===== config.mk =====
export PLATFORM = sky130hd
export DESIGN_NAME = rr_mux_arbiter_8
export DESIGN_NICKNAME = d
export VERILOG_FILES = /design/src/rtl/rr_mux_arbiter_8_pkg.sv /design/src/rtl/rr_mux_arbiter_8_mux.sv /design/src/rtl/rr_mux_arbiter_8.sv
export SDC_FILE = /design/constraint.sdc
export NUM_CORES = 1
export LEC_CHECK = 0
export ABC_CLOCK_PERIOD_IN_PS = 8700
export BUFFER_PORTS_ARGS = -buffer_cell sky130_fd_sc_hd__buf_2
export CORE_MARGIN = 1
export CORE_UTILIZATION = 40
export DETAILED_ROUTE_END_ITERATION = 16
export PLACE_DENSITY_LB_ADDON = 0.3
export SYNTH_ARGS = -nofsm -noshare
export SYNTH_HDL_FRONTEND = slang
export SYNTH_SLANG_ARGS = --single-unit
export TNS_END_PERCENT = 5

===== constraint.sdc =====
create_clock -name clk -period 8.7 [get_ports clk]
set_input_delay 0.435 -clock clk [delete_from_list [all_inputs] [get_ports clk]]
set_output_delay 0.435 -clock clk [all_outputs]
set_load 0.1 [all_outputs]

===== src/rtl/rr_mux_arbiter_8_pkg.sv =====
// Shared types and helpers for the round-robin serial mux arbiter.
// Holds the FSM state encoding and the circular priority search used by the top.
package rr_mux_arbiter_8_pkg;

    localparam int N_REQ = 8;
    localparam int SEL_W = 3;

    typedef enum logic {
        IDLE  = 1'b0,
        GRANT = 1'b1
    } state_t;

    typedef struct packed {
        logic             found;
        logic [SEL_W-1:0] idx;
    } pick_t;

    // Scans from the highest offset down so the offset closest to ptr wins last.
    function automatic pick_t rr_pick(input logic [N_REQ-1:0] req,
                                      input logic [SEL_W-1:0] ptr);
        pick_t            p;
        logic [SEL_W-1:0] k;
        p.found = 1'b0;
        p.idx   = '0;
        for (int j = N_REQ - 1; j >= 0; j--) begin
            k = ptr + SEL_W'(j);
            if (req[k]) begin
                p.found = 1'b1;
                p.idx   = k;
            end
        end
        return p;
    endfunction

endpackage


===== src/rtl/rr_mux_arbiter_8_mux.sv =====
// Structural 8:1 single-bit multiplexer cell shared by all requester lanes.
module mux_8x1 (
    input  logic [7:0] i,
    input  logic [2:0] sel,
    output logic       out
);

    assign out = i[sel];

endmodule


===== src/rtl/rr_mux_arbiter_8.sv =====
// Round-robin arbiter sharing one 8:1 bit-serial mux between eight requesters.
// Each grant lasts at most BURST_LEN transfers and is followed by one arbitration cycle.
module rr_mux_arbiter_8
    import rr_mux_arbiter_8_pkg::*;
#(
    parameter int BURST_LEN = 4
) (
    input  logic             clk,
    input  logic             rst,
    input  logic [N_REQ-1:0] req,
    input  logic [N_REQ-1:0] din,
    output logic [N_REQ-1:0] gnt,
    output logic [SEL_W-1:0] sel,
    output logic             dout,
    output logic             dout_valid,
    output logic             busy
);

    localparam int               CNT_W    = $clog2(BURST_LEN + 1);
    localparam logic [CNT_W-1:0] LAST_CNT = CNT_W'(BURST_LEN - 1);

    state_t             state, state_next;
    logic [N_REQ-1:0]   gnt_next;
    logic [SEL_W-1:0]   sel_next;
    logic [SEL_W-1:0]   ptr, ptr_next;
    logic [CNT_W-1:0]   cnt, cnt_next;
    logic               dout_next;
    logic               dout_valid_next;
    logic               mux_out;
    logic               end_grant;
    pick_t              pick;

    mux_8x1 u_mux (
        .i   (din),
        .sel (sel),
        .out (mux_out)
    );

    always_ff @(posedge clk or posedge rst) begin
        if (rst) begin
            state      <= IDLE;
            gnt        <= '0;
            sel        <= '0;
            ptr        <= '0;
            cnt        <= '0;
            dout       <= 1'b0;
            dout_valid <= 1'b0;
        end else begin
            state      <= state_next;
            gnt        <= gnt_next;
            sel        <= sel_next;
            ptr        <= ptr_next;
            cnt        <= cnt_next;
            dout       <= dout_next;
            dout_valid <= dout_valid_next;
        end
    end

    // A dropped req on the grantee ends the grant without a transfer; dout keeps its last bit.
    always_comb begin
        state_next      = state;
        gnt_next        = gnt;
        sel_next        = sel;
        ptr_next        = ptr;
        cnt_next        = cnt;
        dout_next       = dout;
        dout_valid_next = 1'b0;
        end_grant       = 1'b0;
        pick            = rr_pick(req, ptr);

        case (state)
            IDLE: begin
                if (pick.found) begin
                    state_next         = GRANT;
                    gnt_next           = '0;
                    gnt_next[pick.idx] = 1'b1;
                    sel_next           = pick.idx;
                    cnt_next           = '0;
                end
            end
            GRANT: begin
                if (req[sel]) begin
                    dout_next       = mux_out;
                    dout_valid_next = 1'b1;
                    cnt_next        = cnt + 1'b1;
                    end_grant       = (cnt == LAST_CNT);
                end else begin
                    end_grant = 1'b1;
                end
                if (end_grant) begin
                    state_next = IDLE;
                    gnt_next   = '0;
                    ptr_next   = sel + 1'b1;
                end
            end
            default: begin
                state_next = IDLE;
                gnt_next   = '0;
            end
        endcase
    end

    assign busy = (state == GRANT);

endmodule

Word-level counts from Yosys, hierarchy flattened

Index checks and enable logic that the tools add are counted.

Register bits after elaboration: 20
Input port bits: 18
Output and inout port bits: 14
Word-level logic and storage cells: 81

Add/subtract/negate cells: 9
$lt $le $gt $ge: 11
Equal/unequal tests: 4
Muxes and demuxes: 43
Bitwise operators: 1
Reductions and logical operators: 6

Operator list:

| cell                                                       | number |
|---|---|
| less-than comparator 3 x 4 -> 1 bit, second input constant | 10 |
| 2-to-1 mux 4 bit                                           | 8 |
| binary-select mux 1 bit (select 3 bit)                     | 10 |
| 2-to-1 mux 1 bit                                           | 17 |
| 2-to-1 mux 8 bit                                           | 2 |
| one-hot mux 8 bit (2 select lines)                         | 1 |
| adder 3 bit, second input constant                         | 4 |
| AND reduction 2 bit                                        | 5 |
| adder 3 x 1 -> 3 bit, second input constant                | 3 |
| adder 3 x 2 -> 3 bit, second input constant                | 2 |
| 2-to-1 mux 3 bit                                           | 2 |
| one-hot mux 3 bit (2 select lines)                         | 1 |
| inequality test 2 x 1 -> 1 bit, second input constant      | 2 |
| demux 1 bit (select 3 bit)                                 | 1 |
| equality test 3 x 2 -> 1 bit, second input constant        | 1 |
| >= comparator 3 x 1 -> 1 bit, second input constant        | 1 |
| inequality test 2 bit, second input constant               | 1 |
| one-hot mux 1 bit (2 select lines)                         | 1 |
| logical AND 1 bit                                          | 1 |
| inverter 1 bit                                             | 1 |

Depth between registers and ports, before layout

Gate-level depths: netlist (run 1).

Word-level depth: 17
Mapped depth: 13
Depth with buffers taken out: 9

Cells and area by module

A second synthesis (run 1) with hierarchy kept.

Cell total of the unflattened synthesis: 175
Area, all modules: 1845.5 um^2

Modules (own cells, without submodules):

| module           | times used | cells each | area each (um^2) | sequential area each (um^2) |
|---|---|---|---|---|
| rr_mux_arbiter_8 | 1          | 172        | 1781.7           | 500.5 |
| mux_8x1          | 1          | 3          | 63.8             | 0.0 |

Least setup slack after synthesis (run 1)

OpenSTA, ideal clock, no wires.

Path kind: reg-to-reg
Start: register ptr[1]
End: register gnt[3]
Library setup time: 0.104 ns
Data arrival time: 2.799 ns
Required time: 8.596 ns
Path slack: 5.798 ns
Cell stages (with the launch flop): 13
Buffers on the path: 3
Clock period less this slack: 2.902 ns
Cell sequence: dfrtp_1 > buf_4 > buf_2 > inv_1 > ha_1 > buf_2 > mux4_2 > mux2_4 > a21oi_1 > o21ai_1 > a22oi_2 > o221ai_2 > o41ai_2

Word-level cells in the longest chain between the ends: 17
Elaborated cells between the ends (all ways): 40
Those cells by class: 7 x add/sub; 2 x order compare; 1 x eq/ne; 28 x mux; 2 x reduce/logical

RTL lines:

| element                                                                                                          | line                       | RTL |
|---|---|---|
| start: declaration                                                                                               | rr_mux_arbiter_8.sv:25     | `logic [SEL_W-1:0] ptr, ptr_next;` |
| start signal: assignment                                                                                         | rr_mux_arbiter_8.sv:52     | `ptr <= ptr_next;` |
| adder 3 bit                                                                                                      | rr_mux_arbiter_8_pkg.sv:26 | `k = ptr + SEL_W'(j);` |
| binary-select mux 1 bit (select 3 bit)                                                                           | rr_mux_arbiter_8_pkg.sv:27 | `if (req[k]) begin` |
| 2-to-1 mux 1 bit (not written as such)                                                                           | rr_mux_arbiter_8_pkg.sv:27 |  |
| 2-to-1 mux 4 bit (7 in a row)                                                                                    | rr_mux_arbiter_8_pkg.sv:27 |  |
| 2-to-1 mux 4 bit (*)                                                                                             | rr_mux_arbiter_8_pkg.sv:27 |  |
| less-than comparator 3 x 4 -> 1 bit (not written as such) / >= comparator 3 x 1 -> 1 bit (equally long branches) | rr_mux_arbiter_8.sv:76     | `gnt_next[pick.idx] = 1'b1;` |
| logical AND 1 bit (not written as such)                                                                          | rr_mux_arbiter_8.sv:76     |  |
| 2-to-1 mux 1 bit (not written as such)                                                                           | rr_mux_arbiter_8.sv:76     |  |
| demux 1 bit (select 3 bit)                                                                                       | rr_mux_arbiter_8.sv:76     |  |
| 2-to-1 mux 8 bit                                                                                                 | rr_mux_arbiter_8.sv:73     | `if (pick.found) begin` |
| one-hot mux 8 bit (2 select lines)                                                                               | rr_mux_arbiter_8.sv:71     | `case (state)` |
| end signal: assignment                                                                                           | rr_mux_arbiter_8.sv:50     | `gnt <= gnt_next;` |
| end: declaration                                                                                                 | rr_mux_arbiter_8.sv:12     | `output logic [N_REQ-1:0] gnt,` |

Mark *: on every way between the ends. The rest lies on a longest branch, timed or not. The select of a mux whose other input is x is not followed.
A chain may end at the register's enable or synchronous reset.

Final worst setup path (run 1)

Start: register ptr[1]
End: register gnt[6]

The elaborated chain is that of the path after synthesis.

==> reports/summary.md, run 1 <==
- completed — outcome
- 3 — number of CTS-inserted buffers
- 0.00122 ns — final clock skew
- 0.88 ns — Slowest Stage Delay on Critical Path
- ptr[1] — launching point of the worst reg2reg path
- 0.00518 mm2 — area of the die
- 0 — Post-CTS Repair Setup Buffers
- 8.85 ns — CP required
- 19 — largest driver fanout on the critical path
- 0 — diode insertion count for antenna repair
- 96 — drt initial violations
- 32 — top-level I/O count
- 464 — fill cell count
- 72.0 um — Die Height
- 20 — total number of clock tree sinks
- 250 — final net count
- sky130_fd_sc_hd__dfrtp_1 — Primary FF master, synth
- 0.08 ns — Clk pin slew, worst setup/hold paths
- 0.00196 mm2 — synthesized cell area
- 16.4 um — drt wl/cell
- 0.307 ns — final hold slack
- 0.225 — post-synthesis compound-gate area fraction
- 0.255 — area fraction of the dominant cell type after synthesis
- 0 — CTS resizes
- sky130_fd_sc_hd__ha_1 — worst-path cell with the longest stage delay
- 0.26 ns — worst skew pair latency
- 0.469 — worst rel slew slack
- 0 — EDFF count, synth
- ptr[1] — Crit. Startpoint
- 0.0179 — XOR/XNOR share of the synthesized area
- 0 — Setup Viol. Count Final
- sky130_fd_sc_hd__dfrtp_1 — cell type contributing the most total cell area after synthesis
- 22 — largest net degree at the start of global routing
- 0.193 — all-layer global routing usage
- 0 — hold violation count in the final report
- 0 — number of antenna violations at the first check in global routing
- 0.796 ns — Tightest Pin Transition
- 20 — total of flip-flops plus latches after synthesis
- 0.252 — fraction of synthesized area in multiplexers
- adder cells — crit-path leading delay family
- 0.163 — synthesized-area fraction occupied by and/or/nand/nor cells
- sky130_fd_sc_hd__clkbuf_8 — Root Driver
- 0.274 — proportion of layout cells with a drive suffix above 1
- 0.0319 — Synth Area in Adders
- 1 — number of levels the H-tree was split into
- 72.0 um — floorplan die width
- 25 — Cell Rows
- 4.07 ns — crit path DAT
- multiplexers — main combinational cell family by area after synthesis
- 2 — buffers from clock root to sink, at most
- 0.450 — portion of the clock cycle consumed by the worst path in the final layout
- 9.65 um2 — syn avg cell area
- 0.959 — final estimated routing congestion in global placement
- sky130_fd_sc_hd__dfrtp_1 26%, sky130_fd_sc_hd__mux4_2 16%, sky130_fd_sc_hd__mux2i_1 6.6% — top area cells in the synthesized netlist
- sky130_fd_sc_hd__inv_1 — cell repeated most along the worst path
- 0 — number of buffers inserted by hold repair at cts
- 0.255 — post-synthesis sequential area ratio
- 0 — max-cap violations
- 226 — Post-Synthesis Net Count
- inv_1 -> ha_1 -> mux4_2 -> nor4_1 -> a21o_1 -> inv_1 -> a41o_1 — cell-by-cell listing of the critical path
- no — setup repair after global routing missed its margin
- 4810 um — wire length reported by the detailed router
- 31 — count of port buffers added during placement
- 1636 — number of global-route vias before repair
- 0 — Synthesis Warnings
- 2 — Bufs and invs on worst path
- 0.415 — Initial Util
- 255 MHz — max frequency
- done — CTS tree
- 0 — Final Max Slew Viols
- 0 — GRT overflow
- 0.00472 mm2 — core area
- flip-flop — capturing element type of the critical path
- in2async — Worst Hold Class
- 8020 um — first-pass GRT wire length
- 11.5% — area growth from synthesis to layout
- 0.463 — final core utilization
- 49 — synth unique cells
- 203 — number of standard cells after synthesis
- reg2reg — kind of critical path
- 0 — Post-DRT Antenna Nets
- flip-flop — Setup crit start kind
- 3450 um — post-DP HPWL
- 0 — DRC violation count after routing
- 1734 — vias post-DR
- 1.00 — proportion of register bits with asynchronous set or reset after synthesis
- 5.92 — via density per instance
- 0 ns — Final TNS setup
- 3.92 ns — min Tclk post-route
- 4 — first-pass iteration count of the detailed router
[flip-flops by register name, indices dropped and copies added, names as in the netlist]
| signal | flops |
|---|---|
| sel | 3 |
| dout | 1 |
| ptr | 3 |
| busy | 1 |
| gnt | 8 |
| cnt | 3 |
| dout_valid | 1 |
[synthesized netlist by cell type, drive strengths merged (5+ instances only)]
master and count:
o41ai 5, a21oi 5, nand3 6, dfrtp 20, mux2i 13, ha 5
o21ai 11, inv 10, nand2 22, and3 5, nor2 20, buf 10
mux4 14
[worst paths after layout]
| check | end | slack [ns] | depth (start not counted) |
|---|---|---|---|
| max in group asynchronous | gnt[6] | 7.91 | 2 |
| hold reg to reg | gnt[5] | 0.48 | 2 |
| setup / recovery | gnt[6] | 4.78 | 7 |
| setup reg to reg | gnt[6] | 4.78 | 7 |
| min in group clk | gnt[5] | 0.48 | 2 |
| hold / removal | dout_valid | 0.31 | 2 |
[cells in the final DEF, fill, tap and decap left out, types with 6 or more instances in the layout]
cell / instances
sky130_fd_sc_hd__o21ai_1: 8
sky130_fd_sc_hd__nand2_1: 22
sky130_fd_sc_hd__mux4_2: 14
sky130_fd_sc_hd__buf_2: 31
sky130_fd_sc_hd__mux2i_1: 13
sky130_fd_sc_hd__nand3_1: 6
sky130_fd_sc_hd__inv_1: 10
sky130_fd_sc_hd__nor2_1: 19
sky130_fd_sc_hd__dfrtp_1: 20
[area by class of cell]
class                      instances  area (um2)  share of cell area
timing repair buffer              31         155              0.0710
inverter                          10        37.5              0.0172
tap                               67        83.8              0.0384
clock buffer                       4        55.1              0.0252
sequential                        20         500               0.229
multi-input combinational        161        1350               0.619
[cell families (layout without fill, tap and decap cells)]
logic type	after synthesis	count (layout)
AOI/OAI and AO/OA	52	52
xor gates and xnor gates	4	4
adders and majority gates	5	5
buffers and inverters	22	45
DFF	20	20
muxes	31	31
and+or+nand+nor	69	69
[routing by layer]
metal / global-route usage / share of wire / routed length (um)
met5: 0 / 0 / 0
met4: 0.0261 / 0.0060 / 29
met3: 0.0264 / 0.044 / 213
met2: 0.320 / 0.47 / 2280
met1: 0.278 / 0.47 / 2280
[per-stage QoR]
stage                     area, um2  setup slack [ns]  std cells
final                          2180              4.78        293
after global routing           2180              4.53        293
after CTS                      2180              4.84        293
after detailed placement       2130              4.86        289
after global placement         2130              4.93        289
after floorplan                1960              5.80        203
Power of run 1 is not shown: default switching activity piles up to over one toggle a cycle in this logic, so the estimate is an artifact.
==> run 2, diff against run 1 <==
ABC_AREA = 1   (was unset)
ABC_CLOCK_PERIOD_IN_PS = 3600   (was 8700)
clock period = 3.6 ns   (was 8.7 ns; I/O delays follow)
==> run 2 against run 1 <==
Compared with the run above:
- non-clock buffer count unchanged
- final cell count up 10%
- synthesized cell count up 20%
- cell area down 8.8%
- routed wire length down 17%
- global-route usage up 0.16 points
- die area down 11%
- setup slack worse by 3.9 ns
- maximum frequency up 45%
- count of clock-buffer cells in the layout down 1
==> reports/summary.md, run 2 <==
- 1468 — number of global-route vias before repair, -10%
- 32 — top-level I/O count, unchanged
- 14 — R2R depth, +7
- 0.00532 ns — final clock skew, +0.00410 ns
- 0.00644 — fraction of synthesized area in multiplexers, -0.246
- 0 — GRT overflow, unchanged
- 0 — diode insertion count for antenna repair, unchanged
- 20 — total of flip-flops plus latches after synthesis, unchanged
- 0 — hold violation count in the final report, unchanged
- 0.286 — post-synthesis sequential area ratio, +0.0309
- 2.70 ns — min Tclk post-route, -1.22 ns
- 0 — EDFF count, synth, unchanged
- 2 — buffers from clock root to sink, at most, unchanged
- met2 — busiest grt layer
- 319 — cell count after placement, +10%
- flip-flop — capturing element type of the critical path
- 0.00409 mm2 — core area, -13%
- 0.488 — final core utilization, +0.0252
- 0.314 — routing usage on met2, -0.00598
- 0.90 ns — minimum setup slack among reg-to-reg paths, -3.88 ns
- 68.1 um — Die Height, -5.4%
- 0.286 — area fraction of the dominant cell type after synthesis, +0.0309
- sky130_fd_sc_hd__dfrtp_1 29%, sky130_fd_sc_hd__nand2_1 13%, sky130_fd_sc_hd__nand3_1 7.7% — top area cells in the synthesized netlist
- 0.428 — Initial Util, +0.0129
- 23 — Cell Rows, -8.0%
- 3.76 ns — CP required, -5.09 ns
- 0.903 ns — setup ws final, -3.88 ns
- 60 x sky130_fd_sc_hd__nand2_1, 31 x sky130_fd_sc_hd__buf_2, 27 x sky130_fd_sc_hd__nand3_1 — most frequent cells in the layout
- 0 — Setup Viol. Count Final, unchanged
- flip-flop — Setup crit start kind
- simple AND/OR/NAND/NOR gates — main combinational cell family by area after synthesis
- ptr[0] — launching point of the worst reg2reg path
- 2.86 ns — crit path DAT, -1.21 ns
- 3990 um — wire length reported by the detailed router, -17%
- 12 — largest driver fanout on the critical path, -7
- gnt[3] — reg2reg end
- 0 — Final Max Slew Viols, unchanged
- 297 — final net count, +19%
- 31 — count of port buffers added during placement, unchanged
- inv_2 -> ha_1 -> inv_2 -> nand3_1 -> nand3_1 -> nand2_1 -> inv_1 -> nand4_2 -> o21ai_4 -> inv_4 -> nand2_2 -> inv_1 -> nand2_1 -> nand2_1 — cell-by-cell listing of the critical path
- completed — outcome
- 0 — number of buffers inserted by hold repair at cts, unchanged
- 7.19 um2 — syn avg cell area, -25%
- 8 — flip-flop count of the largest register after layout, unchanged
- 0.122 — post-synthesis compound-gate area fraction, -0.103
- 115 — drt initial violations, +20%
- 3220 um — post-DP HPWL, -6.6%
- no — setup repair after global routing missed its margin
- 14.0% — area growth from synthesis to layout
- in2async — Worst Hold Class
- 0.0358 — Synth Area in Adders, +0.00386
- 323 — non-filler cells in the finished layout, +10%
- reg2reg — kind of critical path
- sky130_fd_sc_hd__dfrtp_1 — worst-path cell with the longest stage delay
- gnt — top register by number of flip-flops
- 0 — max-cap violations, unchanged
- 4 — first-pass iteration count of the detailed router, unchanged
- 0 — Post-CTS Repair Setup Buffers, unchanged
- sky130_fd_sc_hd__dfrtp_1 — Primary FF master, synth
- 0.433 — synthesized-area fraction occupied by and/or/nand/nor cells, +0.270
- sky130_fd_sc_hd__nand2_1 — most common cell after layout, fill and taps aside
- 0.923 ns — worst setup slack after placement, -3.94 ns
- 0.0250 — grt met3 use, -0.00139
- 0.62 ns — Slowest Stage Delay on Critical Path, -0.26 ns
- 0 — Synthesis Warnings, unchanged
- 1686 — vias post-DR, -2.8%
- 0 — Post-DRT Antenna Nets, unchanged
- 0 — DRC violation count after routing, unchanged
- 21 — largest net degree at the start of global routing, -4.5%
- sky130_fd_sc_hd__dfrtp_1 — cell type contributing the most total cell area after synthesis
- 266 — Post-Synthesis Net Count, +18%
- sky130_fd_sc_hd__nand2_1 — cell repeated most along the worst path
- 0.195 — all-layer global routing usage, +0.00165
- 0.273 — fraction of met1 tracks used by global routing, -0.00514
- 0 — number of antenna violations at the first check in global routing, unchanged
- 0.00175 mm2 — synthesized cell area, -11%
- 3 — number of CTS-inserted buffers, unchanged
- 0.998 — final estimated routing congestion in global placement, +4.0%
- 60 x sky130_fd_sc_hd__nand2_1, 27 x sky130_fd_sc_hd__nand3_1, 20 x sky130_fd_sc_hd__dfrtp_1, 20 x sky130_fd_sc_hd__nor2_1, 17 x sky130_fd_sc_hd__inv_1 — top cells by instance count after synthesis
- 243 — number of standard cells after synthesis, +20%
- 6740 um — first-pass GRT wire length, -16%
- 0 ns — Final TNS setup, unchanged
- 0.08 ns — Clk pin slew, worst setup/hold paths, about the same
- 0.495 — worst rel slew slack, +0.0262
- 0.749 — portion of the clock cycle consumed by the worst path in the final layout, +0.299
- 0.304 — proportion of layout cells with a drive suffix above 1, +0.0297
- 12.4 um — drt wl/cell, -25%
- 0.00464 mm2 — area of the die, -11%
- sky130_fd_sc_hd__clkbuf_8 — Root Driver
- 5.22 — via density per instance, -12%
- 20 — total number of clock tree sinks, unchanged
- done — CTS tree
- 34 — synth unique cells, -31%
- 0.26 ns — worst skew pair latency, about the same
- 68.1 um — floorplan die width, -5.4%
- sky130_fd_sc_hd__nand2_1 — library cell with the highest instance count after synthesis
- 0.756 ns — Tightest Pin Transition, -0.0401 ns
- 0 — CTS resizes, unchanged
- 1 — number of levels the H-tree was split into, unchanged
- 371 MHz — max frequency, +45%
- 0.0251 — XOR/XNOR share of the synthesized area, +0.00717
- 1.00 — proportion of register bits with asynchronous set or reset after synthesis, unchanged
[run 2: cell types whose count changed in the layout (fill, tap and decap cells not counted), sizes merged, moves of 5 or more]
cell / before / now
o41ai: 5 / 0
mux2i: 13 / 0
inv: 10 / 28
mux4: 14 / 0
and3: 5 / 0
nand3: 6 / 40
nand2: 22 / 79
o21ai: 11 / 18
[run 2: cell families after synthesis]
| kind of cell | after synthesis |
|---|---|
| multiplexers | 1 |
| buffers and inverters | 34 |
| XOR/XNOR | 5 |
| adder cells (fa/ha/maj) | 5 |
| AO/OA/AOI/OAI | 35 |
| flip-flops | 20 |
| AND/OR/NAND/NOR | 143 |
[run 2: worst max path at each step]
stage	from	end	slack, ns
floorplan	sel[0]	gnt[0]	1.13
global placement	ptr[0]	gnt[6]	1.01
detailed placement	ptr[0]	gnt[3]	0.92
CTS	ptr[0]	gnt[7]	0.91
global route	ptr[0]	gnt[3]	0.65
finish	ptr[0]	gnt[3]	0.90
[run 2: area by class of cell]
cell class	instances	area (um2)
clock inverters	1	30.0
fillers	408	2090
flip-flops and latches	20	500
well taps	50	62.6
clock buffers	3	41.3
multi-input cells	189	1090
repair buffers	31	155
inverters	29	116
[run 2: metrics by stage]
stage	instance area [um2]	hold WS [ns]
CTS	1990	0.0692
detailed placement	1920	0.355
finish	1990	0.0380
floorplan	1750	0.144
global route	1990	0.115
global placement	1920	0.347
[run 2: worst max-delay path, delay by kind of cell (launching register included)]
family | cells | cell delay, ns
flip-flops | 1 | 0.62
AO/OA/AOI/OAI | 1 | 0.31
buffers and inverters | 5 | 0.56
adder cells (fa/ha/maj) | 1 | 0.44
AND/OR/NAND/NOR | 7 | 0.67
[run 2: per-layer routing]
layer | routed length (um) | part of all wire
met5 | 0 | 0
met3 | 198 | 0.050
met1 | 1800 | 0.45
met2 | 1940 | 0.49
met4 | 53 | 0.013
Power of run 2 is left out for the same reason.
==> run 3, diff against run 2 <==
ABC_CLOCK_PERIOD_IN_PS = 2500   (was 3600)
clock period = 2.5 ns   (was 3.6 ns; I/O delays follow)
==> run 3 against run 2 <==
Compared with the run above:
- largest cell class unchanged
- clock skew barely moved
- via count fell by 1.1%
- hold slack improved by 0.32 ns
- utilization up 1.4 points
- routed wire length is 5.3% higher
- final cell count up 2.2%
- maximum frequency up 21%
- critical endpoint is now gnt[7]
- register-to-register slack worse by 0.63 ns
==> reports/summary.md, run 3 (synthesis gave the netlist of run 2 again) <==
- 0.00562 ns — final clock skew, +0.000300 ns
- 0.742 ns — Tightest Pin Transition, -0.0138 ns
- 0 — Post-CTS Repair Setup Buffers, unchanged
- 2.23 ns — min Tclk post-route, -0.471 ns
- 0 — Final Max Slew Viols, unchanged
- completed — outcome
- dout — Min-Delay Endpoint
- din[7] — startpoint of the worst hold path
- 0.00464 mm2 — area of the die, unchanged
- 16 — R2R depth, +2
- ptr[1] — launching point of the worst reg2reg path
- 3 — number of CTS-inserted buffers, unchanged
- 17.4% — area growth from synthesis to layout
- in2reg — Worst Hold Class
- simple AND/OR/NAND/NOR gates — crit-path leading delay family
- 0.219 — all-layer global routing usage, +0.0243
- 422 — fill cell count, +3.4%
- 0.275 ns — setup ws final, -0.629 ns
- 32 — top-level I/O count, unchanged
- 8 — flip-flop count of the largest register after layout, unchanged
- 0.428 — Initial Util, unchanged
- inv_6 -> ha_2 -> inv_2 -> nand3_1 -> nand3_1 -> nand2_1 -> a21oi_1 -> nand2_1 -> nand2_1 -> nand2_1 -> nand2_1 -> nand2_1 -> nand2_2 -> inv_1 -> nand2_1 -> nand2_1 — cell-by-cell listing of the critical path
- 1 — number of levels the H-tree was split into, unchanged
- sky130_fd_sc_hd__dfrtp_1 — worst-path cell with the longest stage delay
- 21 — largest net degree at the start of global routing, unchanged
- 20 — total number of clock tree sinks, unchanged
- 0 — Setup Viol. Count Final, unchanged
- 0.00409 mm2 — core area, unchanged
- 304 — final net count, +2.4%
- 12.7 um — drt wl/cell, +3.1%
- 1668 — vias post-DR, -1.1%
- 0.971 — final estimated routing congestion in global placement, -2.6%
- flip-flop — capturing element type of the critical path
- 0.27 ns — minimum setup slack among reg-to-reg paths, -0.63 ns
- 68.1 um — floorplan die width, unchanged
- 2.66 ns — CP required, -1.10 ns
- no — setup repair after global routing missed its margin
- 31 — count of port buffers added during placement, unchanged
- 2 — buffers from clock root to sink, at most, unchanged
- sky130_fd_sc_hd__nand2_1 — most common cell after layout, fill and taps aside
- 0 — number of antenna violations at the first check in global routing, unchanged
- reg2reg — kind of critical path
- 2.39 ns — crit path DAT, -0.47 ns
- 0 — GRT overflow, unchanged
- 0 — Post-DRT Antenna Nets, unchanged
- 5 — first-pass iteration count of the detailed router, +1
- 0.241 ns — worst setup slack after placement, -0.682 ns
- 4200 um — wire length reported by the detailed router, +5.3%
- 0 — hold violation count in the final report, unchanged
- 3450 um — post-DP HPWL, +7.1%
- 80 — drt initial violations, -30%
- 7510 um — first-pass GRT wire length, +11%
- 60 x sky130_fd_sc_hd__nand2_1, 31 x sky130_fd_sc_hd__buf_2, 27 x sky130_fd_sc_hd__nand3_1 — most frequent cells in the layout
- 449 MHz — max frequency, +21%
- flip-flop — Setup crit start kind
- sky130_fd_sc_hd__nand2_1 — cell repeated most along the worst path
- 0.890 — portion of the clock cycle consumed by the worst path in the final layout, +0.141
- 5.05 — via density per instance, -3.2%
- 0.505 — worst rel slew slack, +0.00920
- 0 — max-cap violations, unchanged
- done — CTS tree
- 0 — DRC violation count after routing, unchanged
- 1645 — number of global-route vias before repair, +12%
- 0.325 — proportion of layout cells with a drive suffix above 1, +0.0210
- 0.27 ns — worst skew pair latency, about the same
- 0.08 ns — Clk pin slew, worst setup/hold paths, about the same
- 16 — depth of the critical timing path with buffers and inverters included, +2
- 3 — Bufs and invs on worst path, -2
- 68.1 um — Die Height, unchanged
- 23 — Cell Rows, unchanged
- gnt — top register by number of flip-flops
- 6 — Hold Path Cell Cnt
- sky130_fd_sc_hd__clkbuf_8 — Root Driver
- 0 ns — Final TNS setup, unchanged
- 9 — largest driver fanout on the critical path, -3
- 0.42 ns — Slowest Stage Delay on Critical Path, -0.20 ns
- gnt[7] — reg2reg end
- 0 — diode insertion count for antenna repair, unchanged
==> run 3: changes by cell type in the layout (fill, tap and decap cells not counted), sizes merged <==
cell         change
buf              +6
dlygate4sd3      +1
==> run 3: per-layer routing <==
layer	vias up	part of all wire	GRT usage
met4	0	0.017	0.0781
met5	-	0	0
met2	42	0.50	0.377
met1	751	0.44	0.274
li1	866	-	-
met3	9	0.041	0.0333
==> run 3: per-stage QoR <==
stage	hold slack (ns)	std cells	util	instance area [um2]
floorplan	0.0888	243	-	1750
global placement	0.288	325	0.481	1970
detailed placement	0.298	325	0.481	1970
CTS	0.370	330	0.501	2050
global route	0.397	330	0.502	2050
finish	0.359	330	0.502	2050
==> run 3: final cells by class <==
type	count	area, um2	area share
clock inverter	1	30.0	0.0146
clock buffer	3	41.3	0.0201
timing repair buffer	38	210	0.102
multi-input combinational	189	1090	0.531
tap	50	62.6	0.0305
inverter	29	116	0.0567
sequential	20	502	0.245
==> run 3: timing repair <==
| action | CTS | global route |
|---|---|---|
| endpoints found under the setup margin | 0 | 6 |
| gates resized for setup | 0 | 2 |
| hold buffers | 1 | 0 |
| hold endpoints to repair | 6 | 0 |
==> run 3: how the worst max path moves through the flow <==
stage | start | slack, ns | end
after global placement | ptr[1] | 0.29 | gnt[1]
after floorplan | sel[0] | 0.03 | gnt[0]
final | ptr[1] | 0.27 | gnt[7]
after CTS | ptr[0] | 0.23 | gnt[1]
after detailed placement | ptr[0] | 0.24 | gnt[7]
after global routing | ptr[1] | 0.0006 | gnt[7]
==> run 3: worst min-delay path: stages <==
cell	delay (ns)
sky130_fd_sc_hd__buf_2	0.07
sky130_fd_sc_hd__nor2_1	0.03
sky130_fd_sc_hd__o32ai_1	0.10
sky130_fd_sc_hd__mux2_2	0.17
sky130_fd_sc_hd__nand2_1	0.04
sky130_fd_sc_hd__nand2_1	0.05
Power of run 3 is left out for the same reason.
